File: config.mk
export PLATFORM = sky130hd
export DESIGN_NAME = alu_writeback_stage
export DESIGN_NICKNAME = d
export VERILOG_FILES = /design/src/rtl/alu_writeback_stage.sv
export SDC_FILE = /design/constraint.sdc
export NUM_CORES = 1
export LEC_CHECK = 0
export BUFFER_PORTS_ARGS = -buffer_cell sky130_fd_sc_hd__clkbuf_2
export CORE_UTILIZATION = 53
export CTS_BUF_LIST = sky130_fd_sc_hd__clkbuf_4 sky130_fd_sc_hd__clkbuf_8 sky130_fd_sc_hd__clkbuf_16
export DETAILED_ROUTE_END_ITERATION = 12
export PLACE_DENSITY = 0.79
export SYNTH_ARGS = -nofsm -noshare
export SYNTH_HDL_FRONTEND = slang
export SYNTH_SLANG_ARGS = --single-unit
File: constraint.sdc
create_clock -name clk -period 2.1 [get_ports clk]
set_input_delay 0.105 -clock clk [delete_from_list [all_inputs] [get_ports clk]]
set_output_delay 0.105 -clock clk [all_outputs]
set_load 0.03 [all_outputs]
File: src/rtl/alu_writeback_stage.sv
// Purpose : ALU writeback stage. It keeps the architectural C/Z flags and buffers results in a 2-entry skid FIFO.
// Latency : 1 cycle from an accepted input to the head on wb_*. Flags become visible the cycle after accept.
// Backpr. : in_ready drops only when both entries are held. It comes from registered state only.
//
// Ports:
//   clk, rst                  clock and synchronous active-high reset
//   in_valid/in_ready         upstream ALU result handshake
//   in_d, in_z, in_r, in_rd   ALU sum, zero flag, carry-out and destination tag
//   in_wr, in_set_c, in_set_z write-enable (FIFO push) and flag update enables
//   wb_valid/wb_ready         register-file write handshake
//   wb_d, wb_rd               head entry data and tag
//   flag_c, flag_z            architectural flags. flag_c feeds the ALU carry input.
//   wb_count                  completed writebacks. The count wraps.
module alu_writeback_stage #(
    parameter int DATA_W = 16,
    parameter int ADDR_W = 3,
    parameter int CNT_W  = 16
) (
    input  logic              clk,
    input  logic              rst,
    input  logic              in_valid,
    output logic              in_ready,
    input  logic [DATA_W-1:0] in_d,
    input  logic              in_z,
    input  logic              in_r,
    input  logic [ADDR_W-1:0] in_rd,
    input  logic              in_wr,
    input  logic              in_set_c,
    input  logic              in_set_z,
    output logic              wb_valid,
    input  logic              wb_ready,
    output logic [DATA_W-1:0] wb_d,
    output logic [ADDR_W-1:0] wb_rd,
    output logic              flag_c,
    output logic              flag_z,
    output logic [CNT_W-1:0]  wb_count
);

    typedef struct packed {
        logic [DATA_W-1:0] d;
        logic [ADDR_W-1:0] rd;
    } entry_t;

    // Slot 0 is always the head. The outputs therefore come straight from a register.
    entry_t     ent [2];
    logic [1:0] occ;

    logic   accept;
    logic   push;
    logic   pop;
    entry_t new_ent;

    assign in_ready = (occ != 2'd2);
    assign wb_valid = (occ != 2'd0);
    assign accept   = in_valid & in_ready;
    assign push     = accept & in_wr;
    assign pop      = wb_valid & wb_ready;
    assign new_ent  = '{d: in_d, rd: in_rd};

    assign wb_d  = ent[0].d;
    assign wb_rd = ent[0].rd;

    always_ff @(posedge clk) begin
        if (rst) begin
            occ      <= 2'd0;
            ent[0]   <= '0;
            ent[1]   <= '0;
            flag_c   <= 1'b0;
            flag_z   <= 1'b0;
            wb_count <= '0;
        end else begin
            if (accept) begin
                if (in_set_c) flag_c <= in_r;
                if (in_set_z) flag_z <= in_z;
            end
            if (pop) wb_count <= wb_count + 1'b1;

            case ({push, pop})
                2'b10: begin
                    if (occ == 2'd0) ent[0] <= new_ent;
                    else             ent[1] <= new_ent;
                    occ <= occ + 2'd1;
                end
                2'b01: begin
                    ent[0] <= ent[1];
                    occ    <= occ - 2'd1;
                end
                // Push and pop together can only happen at occupancy 1.
                // The incoming entry replaces the departing head.
                2'b11:   ent[0] <= new_ent;
                default: ;
            endcase
        end
    end

endmodule

==> results.yml, run 1 <==
clock_tree:
  clock_latency_ns: 0.33
  cts_buffer_depth: 2
  root_buffer: "clkbuf_8"
  cts_buffers: 9
  cts.sinks: 58
  clk_pin_slew_ns: 0.06
  cts_tree: "done"
  h-tree-depth: 3
sta:
  finalCriticalPeriod_ns: 1.94
  tightest_slew_ns: 0.367
  setup_viol: 0
  slew_headroom_pct: 75.5
  skew_ns: 0.00580
  hold_viol: 0
  final.setup.tns_ns: 0
  period_share_pct: 92.5
  rsz0062_at_grt: "no"
  slew_viol_final: 0
  hold_slack_ns: 0.0121
  fmax_mhz: 515
global_route:
  gr-total-overflow: 0
  grt_max_degree: 39
  grt_pass1_wl_mm: 8.00
  grt_antenna_before_repair: 0
  grtUsageTotal_pct: 20.4
  grt_pass1_vias: 1792
yosys:
  synth_area_leaders: "edfxtp_1 42%, dfxtp_1 15%, mux2i_1 7.8%, nor2_1 5.3%, a21oi_1 4.5%"
  synth_mux_area_share_pct: 8.78
  synth_top_area_share_pct: 42.4
  synth_simple_gate_area_share_pct: 17.8
  synth_top_family_by_area: "simple AND/OR/NAND/NOR gates"
  yosysTopAreaCell: "edfxtp_1"
  syn_inst: 237
  synth-adder-area-share_pct: 1.86
  ys_warn_count: 0
  synth_xor_area_share_pct: 4.23
  syn_nets: 269
  synth_seq_area_share_pct: 57.2
  synth_compound_area_share_pct: 7.16
  netlist_area_mm2: 0.00269
  synth_seq_cells: 58
  avgSynthCellArea_um2: 11.4
  ys_types: 37
setup_path:
  worstReg2RegEnd: "ent[0][17]"
  endpoint: "ent[0][17]"
  critPathArrivalTime_ns: 2.01
  cp.required_ns: 2.17
  reg2reg_slack_ns: 0.16
  crit_type: "flip-flop to flip-flop"
  rr_startpoint: "occ[1]"
  cp_max_fo: 11
  ff2ff_path_depth: 9
  worstSetupEndpointType: "flip-flop"
  critPathLaunchType: "flip-flop"
  crit_path_start: "occ[1]"
cells_and_area:
  stdcell_area_mm2: 0.00334
  stdcell_count: 384
  drive_gt1_share_pct: 31.9
  layout.nets: 344
  syn_to_final_growth_pct: 24.1
  antenna_cells: 0
  fillers: 391
placement:
  detailedPlacementHpwl_mm: 3.51
  port_buffers: 66
  placed_area_mm2: 0.00311
  gp_congestion: 0.780
  dpl.cell_count: 365
pwr:
  clkPwrFrac_pct: 27.4
  combinationalPowerShare_pct: 28.9
  p_total_mw: 3.65
  p_seq_share_pct: 43.7
  p_switching_mw: 1.25
  powerDensity_mw_per_mm2: 1090
  peakVddDrop_mv: 0.832
  leakage_nw: 1.55
  p_int_mw: 2.40
  p_sw_share_pct: 34.3
floorplanning:
  die_y_um: 73.3
  core.rowCount: 25
  die_w_um: 73.3
  dieArea_mm2: 0.00537
  top_level_ports: 67
  floorplan.initialDensity_pct: 55.9
  coreArea_mm2: 0.00482
run_status:
  status: "complete, no violations"
drt:
  drcViolationCount: 0
  vias_per_cell: 5.13
  vias: 1968
  antenna_left: 0
  wl_per_cell_um: 13.5
  routed_wirelength_mm: 5.19
  drt-pass1-iter-count: 4
  drt_iter0_drc: 115
min_path:
  min_path_type: "input pin to flip-flop"
  hold_depth: 3
flow_run:
  drv_cap: 0
==> layout by cell type, fill, tap and decap left out, types with 2 or more instances in the layout <==
master	count
nor2b_1	2
nor3_1	4
clkbuf_8	10
clkinv_2	3
nand4_1	3
clkbuf_2	66
a21oi_1	24
nor2_1	37
ha_1	4
edfxtp_1	38
and2_1	19
dfxtp_1	20
nand3_1	6
mux2i_1	21
xor2_1	4
inv_1	5
nand2_1	9
xnor2_1	9
buf_4	7
==> how the worst min path moves through the flow <==
stage                     start     end  slack, ns
after floorplan            in_r  flag_c       0.25
after global placement     in_z  flag_z       0.34
after detailed placement   in_z  flag_z       0.35
after CTS                  in_r  flag_c      0.007
after global routing       in_r  flag_c       0.02
final                      in_r  flag_c       0.01
==> per-layer routing <==
layer | routed length, um | global-route usage (%) | share of wire [%]
met1 | 2220 | 23.7 | 43
met2 | 2620 | 34.1 | 50
met3 | 254 | 6.04 | 4.9
met4 | 91 | 10.9 | 1.8
met5 | 0 | 0 | 0
==> state kept, by name, indices dropped and copies added (netlist names) <==
| signal | count |
|---|---|
| occ | 2 |
| ent | 38 |
| wb_count | 16 |
| flag_z | 1 |
| flag_c | 1 |
==> synthesized netlist by cell type <==
cell	number
dfxtp_1	20
nand4_4	1
inv_1	5
buf_2	3
and2_1	19
nor4_2	1
o2111ai_1	1
o21ai_0	1
xnor2_1	9
buf_4	4
ha_1	4
nand2b_1	2
a21bo_2	1
nor2b_2	1
nor3_4	1
or3_1	1
xor2_1	4
a31o_2	1
clkbuf_1	4
edfxtp_1	38
nand2_1	9
nor3_1	4
o21ai_2	1
nor2_1	38
nor4_1	1
mux2_4	1
nand3b_1	1
nor2b_1	2
mux2_1	1
nand3_1	6
a21o_1	1
o211ai_2	1
mux2i_1	21
a21oi_1	24
o2111a_1	1
nor2_4	1
nand4_1	3
==> cell families (layout without fill, tap and decap cells) <==
group | Yosys count | count (layout)
flops | 58 | 58
buf+inv | 16 | 96
compound gates | 32 | 32
fa+ha+maj | 4 | 4
simple gates | 91 | 91
mux | 23 | 23
xor+xnor | 13 | 13
==> worst max-delay path, stage by stage (launching register included) <==
cell,delay (ns)
dfxtp_1,0.51
nand2b_2,0.14
nand3_1,0.12
inv_1,0.07
ha_1,0.21
nor2b_4,0.14
buf_4,0.17
and2_1,0.17
nor2_1,0.10
a21oi_1,0.04
==> area by class of cell <==
class	count	area [um^2]	area share [%]
Timing Repair Buffer	75	413	12.4
Sequential cell	58	1540	46.1
Tap cell	67	83.8	2.51
Clock inverter	6	56.3	1.69
Clock buffer	10	138	4.12
Inverter	5	18.8	0.562
Multi-Input combinational cell	163	1090	32.6
==> power groups by stage <==
| stage | Combinational, mW | Sequential [mW] | Clock, mW |
|---|---|---|---|
| finish | 1.06 | 1.59 | 0.998 |
| global route | 1.14 | 1.62 | 1.06 |
| CTS | 1.05 | 1.59 | 1.02 |
| detailed placement | 1.04 | 1.62 | 0 |
| global placement | 1.03 | 1.61 | 0 |
| floorplan | 0.450 | 1.91 | 0 |
==> stage by stage <==
| stage | setup slack [ns] | utilization (%) |
|---|---|---|
| after floorplan | 0.0474 | - |
| after global placement | 0.0645 | 64.5 |
| after detailed placement | -0.0680 | 64.5 |
| after CTS | 0.145 | 68.9 |
| after global routing | 0.0154 | 69.4 |
| final | 0.158 | 69.4 |
==> what timing repair did <==
action | in CTS | in global routing
gates resized for setup | 1 | 1
endpoints found under the hold margin | 1 | 0
setup buffers | 0 | 2
endpoints found under the setup margin | 19 | 7
pin swaps | 0 | 0
hold buffers | 1 | 0
Note: power is estimated with default switching activity, not from simulation.
==> run 2: changes to the inputs <==
BUFFER_PORTS_ARGS = -buffer_cell sky130_fd_sc_hd__buf_2   (was -buffer_cell sky130_fd_sc_hd__clkbuf_2)
HOLD_SLACK_MARGIN = 0.1   (was default)
==> results.yml, run 2 (same netlist as run 1, synthesis figures left out) <==
global_route:
  gr-total-overflow: 0
  grt_pass1_vias: 1771
  grt_pass1_wl_mm: 8.26
  grt_antenna_before_repair: 0
  grt_max_degree: 39
  grtUsageTotal_pct: 21.5
setup_path:
  reg2reg_slack_ns: 0.19
  critPathLaunchType: "flip-flop"
  crit_path_start: "occ[1]"
  ff2ff_path_depth: 8
  critPathBufInv: 2
  worstSetupEndpointType: "flip-flop"
  crit_type: "flip-flop to flip-flop"
  rr_startpoint: "occ[1]"
  max_stage_delay_ns: 0.52
  crit_family: "flip-flops"
  cp_max_fo: 19
  cp.required_ns: 2.17
  critPathArrivalTime_ns: 1.98
  slowest_stage: "dfxtp_1"
  crit_chain: "nand2b_2 > nand3_1 > inv_1 > ha_1 > nand2b_1 > buf_12 > mux2i_1 > a21oi_1"
  worstReg2RegEnd: "ent[0][18]"
floorplanning:
  die_y_um: 73.3
  coreArea_mm2: 0.00482
  dieArea_mm2: 0.00537
  core.rowCount: 25
  die_w_um: 73.3
  floorplan.initialDensity_pct: 55.9
  top_level_ports: 67
sta:
  slew_headroom_pct: 75.6
  period_share_pct: 91.1
  finalCriticalPeriod_ns: 1.91
  skew_ns: 0.00346
  layout_setup_ws_ns: 0.188
  tightest_slew_ns: 0.366
  slew_viol_final: 0
  setup_viol: 0
  rsz0062_at_grt: "no"
  hold_viol: 0
  fmax_mhz: 523
run_status:
  status: "complete, no violations"
cells_and_area:
  drive_gt1_share_pct: 30.4
  final_common_cell: "buf_2"
  syn_to_final_growth_pct: 25.8
  reg_top3: "ent (38), wb_count (16), occ (2)"
  fin_util_pct: 70.3
  antenna_cells: 0
  layout.nets: 350
  largest_reg_flops: 38
  regMostFlops: "ent"
  fillers: 393
  layout_common_cells: "66 x buf_2, 38 x edfxtp_1, 37 x nor2_1"
placement:
  port_buffers: 66
  gp_congestion: 0.778
  detailedPlacementHpwl_mm: 3.56
  place_ws_ns: -0.0226
drt:
  vias: 1944
  wl_met2_mm: 2.54
  drt-pass1-iter-count: 4
  drt_iter0_drc: 156
  routed_wirelength_mm: 5.19
  met1_length_mm: 2.25
  drcViolationCount: 0
  wl_met3_um: 320
  maxUsedRoutingLayer: "met4"
  antenna_left: 0
  wl_per_cell_um: 13.3
  vias_per_cell: 5.00
pwr:
  leakage_nw: 1.58
  peakVddDrop_mv: 0.550
  p_total_mw: 3.49
  powerDensity_mw_per_mm2: 1030
flow_run:
  drv_cap: 0
clock_tree:
  h-tree-depth: 3
  clk_pin_slew_ns: 0.06
  cts_tree: "done"
  clock_latency_ns: 0.33
  cts_buffers: 9
  root_buffer: "clkbuf_8"
  cts_buffer_depth: 2
  cts.sinks: 58
min_path:
  hold_depth: 2
  hold_end: "ent[1][9]"
  min_path_type: "input pin to flip-flop"
  hold_start: "in_d[6]"
-- run 2: changes by cell type in the layout (fill, tap and decap cells not counted) --
cell / previous run / this run
bufinv_16: 1 / 0
dlygate4sd3_1: 1 / 8
clkbuf_8: 10 / 9
clkbuf_4: 0 / 1
clkbuf_2: 66 / 0
buf_12: 1 / 3
clkinvlp_4: 1 / 0
buf_4: 7 / 4
clkinv_1: 1 / 2
buf_2: 0 / 66
-- run 2: per-layer routing --
metal,track usage (%),vias to the layer above
met1,25.0,868
li1,-,1004
met3,6.72,9
met5,0,-
met4,10.5,0
met2,36.0,63
-- run 2: layout make-up --
cell class              instances  area (um^2)  area share, %
well taps                      67         83.8           2.47
repair buffers                 81          500           14.8
clock inverters                 5         22.5          0.665
clock buffers                  10          131           3.88
inverters                       5         18.8          0.554
flip-flops and latches         58         1540           45.5
multi-input cells             163         1090           32.2
-- run 2: power by group --
part	total [mW]	switching [mW]	internal, mW
Combinational	1.08	0.725	0.353
Clock	0.817	0.398	0.419
Sequential	1.59	0.0977	1.50
-- run 2: through the flow --
| step | setup TNS (ns) | instance area, um^2 | cells | hold slack [ns] |
|---|---|---|---|---|
| finish | 0 | 3390 | 389 | 0.108 |
| global route | 0 | 3390 | 389 | 0.105 |
| CTS | 0 | 3360 | 388 | 0.101 |
| detailed placement | -0.0677 | 3120 | 365 | 0.341 |
| global placement | 0 | 3120 | 365 | 0.337 |
| floorplan | 0 | 2700 | 237 | 0.249 |
-- run 2: worst max path at each step --
stage / end / cells past startpoint
2_1_floorplan: ent[0][10] / 10
3_3_place_gp: ent[0][17] / 8
3_5_place_dp: ent[0][6] / 8
4_1_cts: ent[0][17] / 7
5_1_grt: ent[0][17] / 9
6_report: ent[0][18] / 8
-- run 2: repair_timing --
action | 4_1_cts | 5_1_grt
hold buffers | 8 | 0
hold endpoints to repair | 8 | 0
setup endpoints to repair | 18 | 4
setup buffers | 0 | 1
pin swaps | 0 | 0
resized for setup | 1 | 1
==> run 3: changes to the inputs <==
CELL_PAD_IN_SITES_DETAIL_PLACEMENT = 2   (was default)
CELL_PAD_IN_SITES_GLOBAL_PLACEMENT = 2   (was default)
CORE_UTILIZATION = 34   (was 53)
PLACE_DENSITY = default   (was 0.79)
PLACE_DENSITY_LB_ADDON = 0.1   (was default)
==> results.yml, run 3 (same netlist as run 1, synthesis figures left out) <==
sta:
  tightest_slew_ns: 0.390
  period_share_pct: 89.8
  hold_slack_ns: 0.111
  fmax_mhz: 530
  slew_headroom_pct: 74.0
  hold_viol: 0
  slew_viol_final: 0
  skew_ns: 0.00661
  final.setup.tns_ns: 0
  setup_viol: 0
  rsz0062_at_grt: "no"
  finalCriticalPeriod_ns: 1.89
setup_path:
  crit_chain: "nand2b_2 > nand3_1 > inv_1 > ha_1 > nor2b_4 > buf_12 > and2_1 > nor2_1 > a21oi_1"
  critPathBufInv: 2
  slowest_stage: "dfxtp_1"
  crit_type: "flip-flop to flip-flop"
  critPathLaunchType: "flip-flop"
  reg2reg_slack_ns: 0.21
  crit_family: "simple AND/OR/NAND/NOR gates"
  ff2ff_path_depth: 9
  cp.required_ns: 2.17
  critPathArrivalTime_ns: 1.96
  max_stage_delay_ns: 0.49
  cp_max_fo: 12
  worstSetupEndpointType: "flip-flop"
  path_depth: 9
drt:
  vias: 2087
  wl_per_cell_um: 16.1
  drt-pass1-iter-count: 4
  drt_iter0_drc: 44
  vias_per_cell: 4.81
  antenna_left: 0
  drcViolationCount: 0
  routed_wirelength_mm: 6.98
cells_and_area:
  regMostFlops: "ent"
  fin_util_pct: 46.2
  reg_top3: "ent (38), wb_count (16), occ (2)"
  largest_reg_flops: 38
  drive_gt1_share_pct: 31.3
  layout.nets: 359
  fillers: 860
  antenna_cells: 0
  layout_common_cells: "66 x buf_2, 38 x edfxtp_1, 37 x nor2_1"
  final_common_cell: "buf_2"
  syn_to_final_growth_pct: 31.9
  stdcell_area_mm2: 0.00355
floorplanning:
  dieArea_mm2: 0.00828
  die_y_um: 91.0
  coreArea_mm2: 0.00769
  top_level_ports: 67
  core.rowCount: 32
  die_w_um: 91.0
  floorplan.initialDensity_pct: 35.0
pwr:
  leakage_nw: 1.64
  peakVddDrop_mv: 0.499
  powerDensity_mw_per_mm2: 1100
placement:
  placed_area_mm2: 0.00318
  port_buffers: 66
  detailedPlacementHpwl_mm: 4.71
  gp_congestion: 0.679
flow_run:
  drv_cap: 0
global_route:
  gr-total-overflow: 0
  grt_antenna_before_repair: 0
  grtUsageTotal_pct: 18.0
  grt_pass1_wl_mm: 11.1
  met1_usage_pct: 20.2
  met3_usage_pct: 4.77
  grt_pass1_vias: 2226
  grt.busiest_layer: "met2"
  grt_max_degree: 39
  grt_use_met2_pct: 32.0
clock_tree:
  cts_buffer_depth: 2
  root_buffer: "clkbuf_8"
  cts_tree: "done"
  h-tree-depth: 3
  cts.sinks: 58
  cts_buffers: 9
  clk_pin_slew_ns: 0.07
  clock_latency_ns: 0.34
run_status:
  status: "complete, no violations"
min_path:
  min_path_type: "input pin to flip-flop"
  hold_depth: 2
run 3: layer usage:
layer  share of wire [%]  vias up
met1                  42     1017
met5                   0        -
met2                  53       47
met4                 1.6        0
li1                    -     1013
met3                 3.9       10
run 3: path summary, 6_finish.rpt:
kind / from / to
max: occ[1] / ent[0][7]
max reg2reg: occ[1] / ent[0][7]
min reg2reg: flag_z / flag_z
min: in_d[6] / ent[1][9]
run 3: cell type report:
cell class,count,area [um^2],area share [%]
Sequential cell,58,1540,43.4
Timing Repair Buffer,90,568,16.0
Inverter,5,18.8,0.529
Clock inverter,6,81.3,2.29
Clock buffer,10,131,3.70
Multi-Input combinational cell,163,1080,30.5
Tap cell,102,128,3.59
run 3: report_power, final:
group | internal, mW | total (mW) | switching, mW
clock network | 0.673 | 1.15 | 0.474
logic | 0.376 | 1.15 | 0.775
registers | 1.50 | 1.59 | 0.0943
run 3: metrics by stage:
stage,std cells,power [mW],setup slack [ns]
3_5_place_dp,403,2.75,-0.144
3_3_place_gp,403,2.71,0.0681
4_1_cts,432,3.93,0.0916
6_report,434,3.89,0.214
5_1_grt,434,4.08,0.0258
2_1_floorplan,237,2.36,0.0474
run 3: repair_timing:
item,CTS,global route
hold buffers,13,0
setup endpoints to repair,11,2
setup buffers,0,2
endpoints found under the hold margin,13,0
pin swaps,0,0
gates resized for setup,1,0
gates cloned,0,0
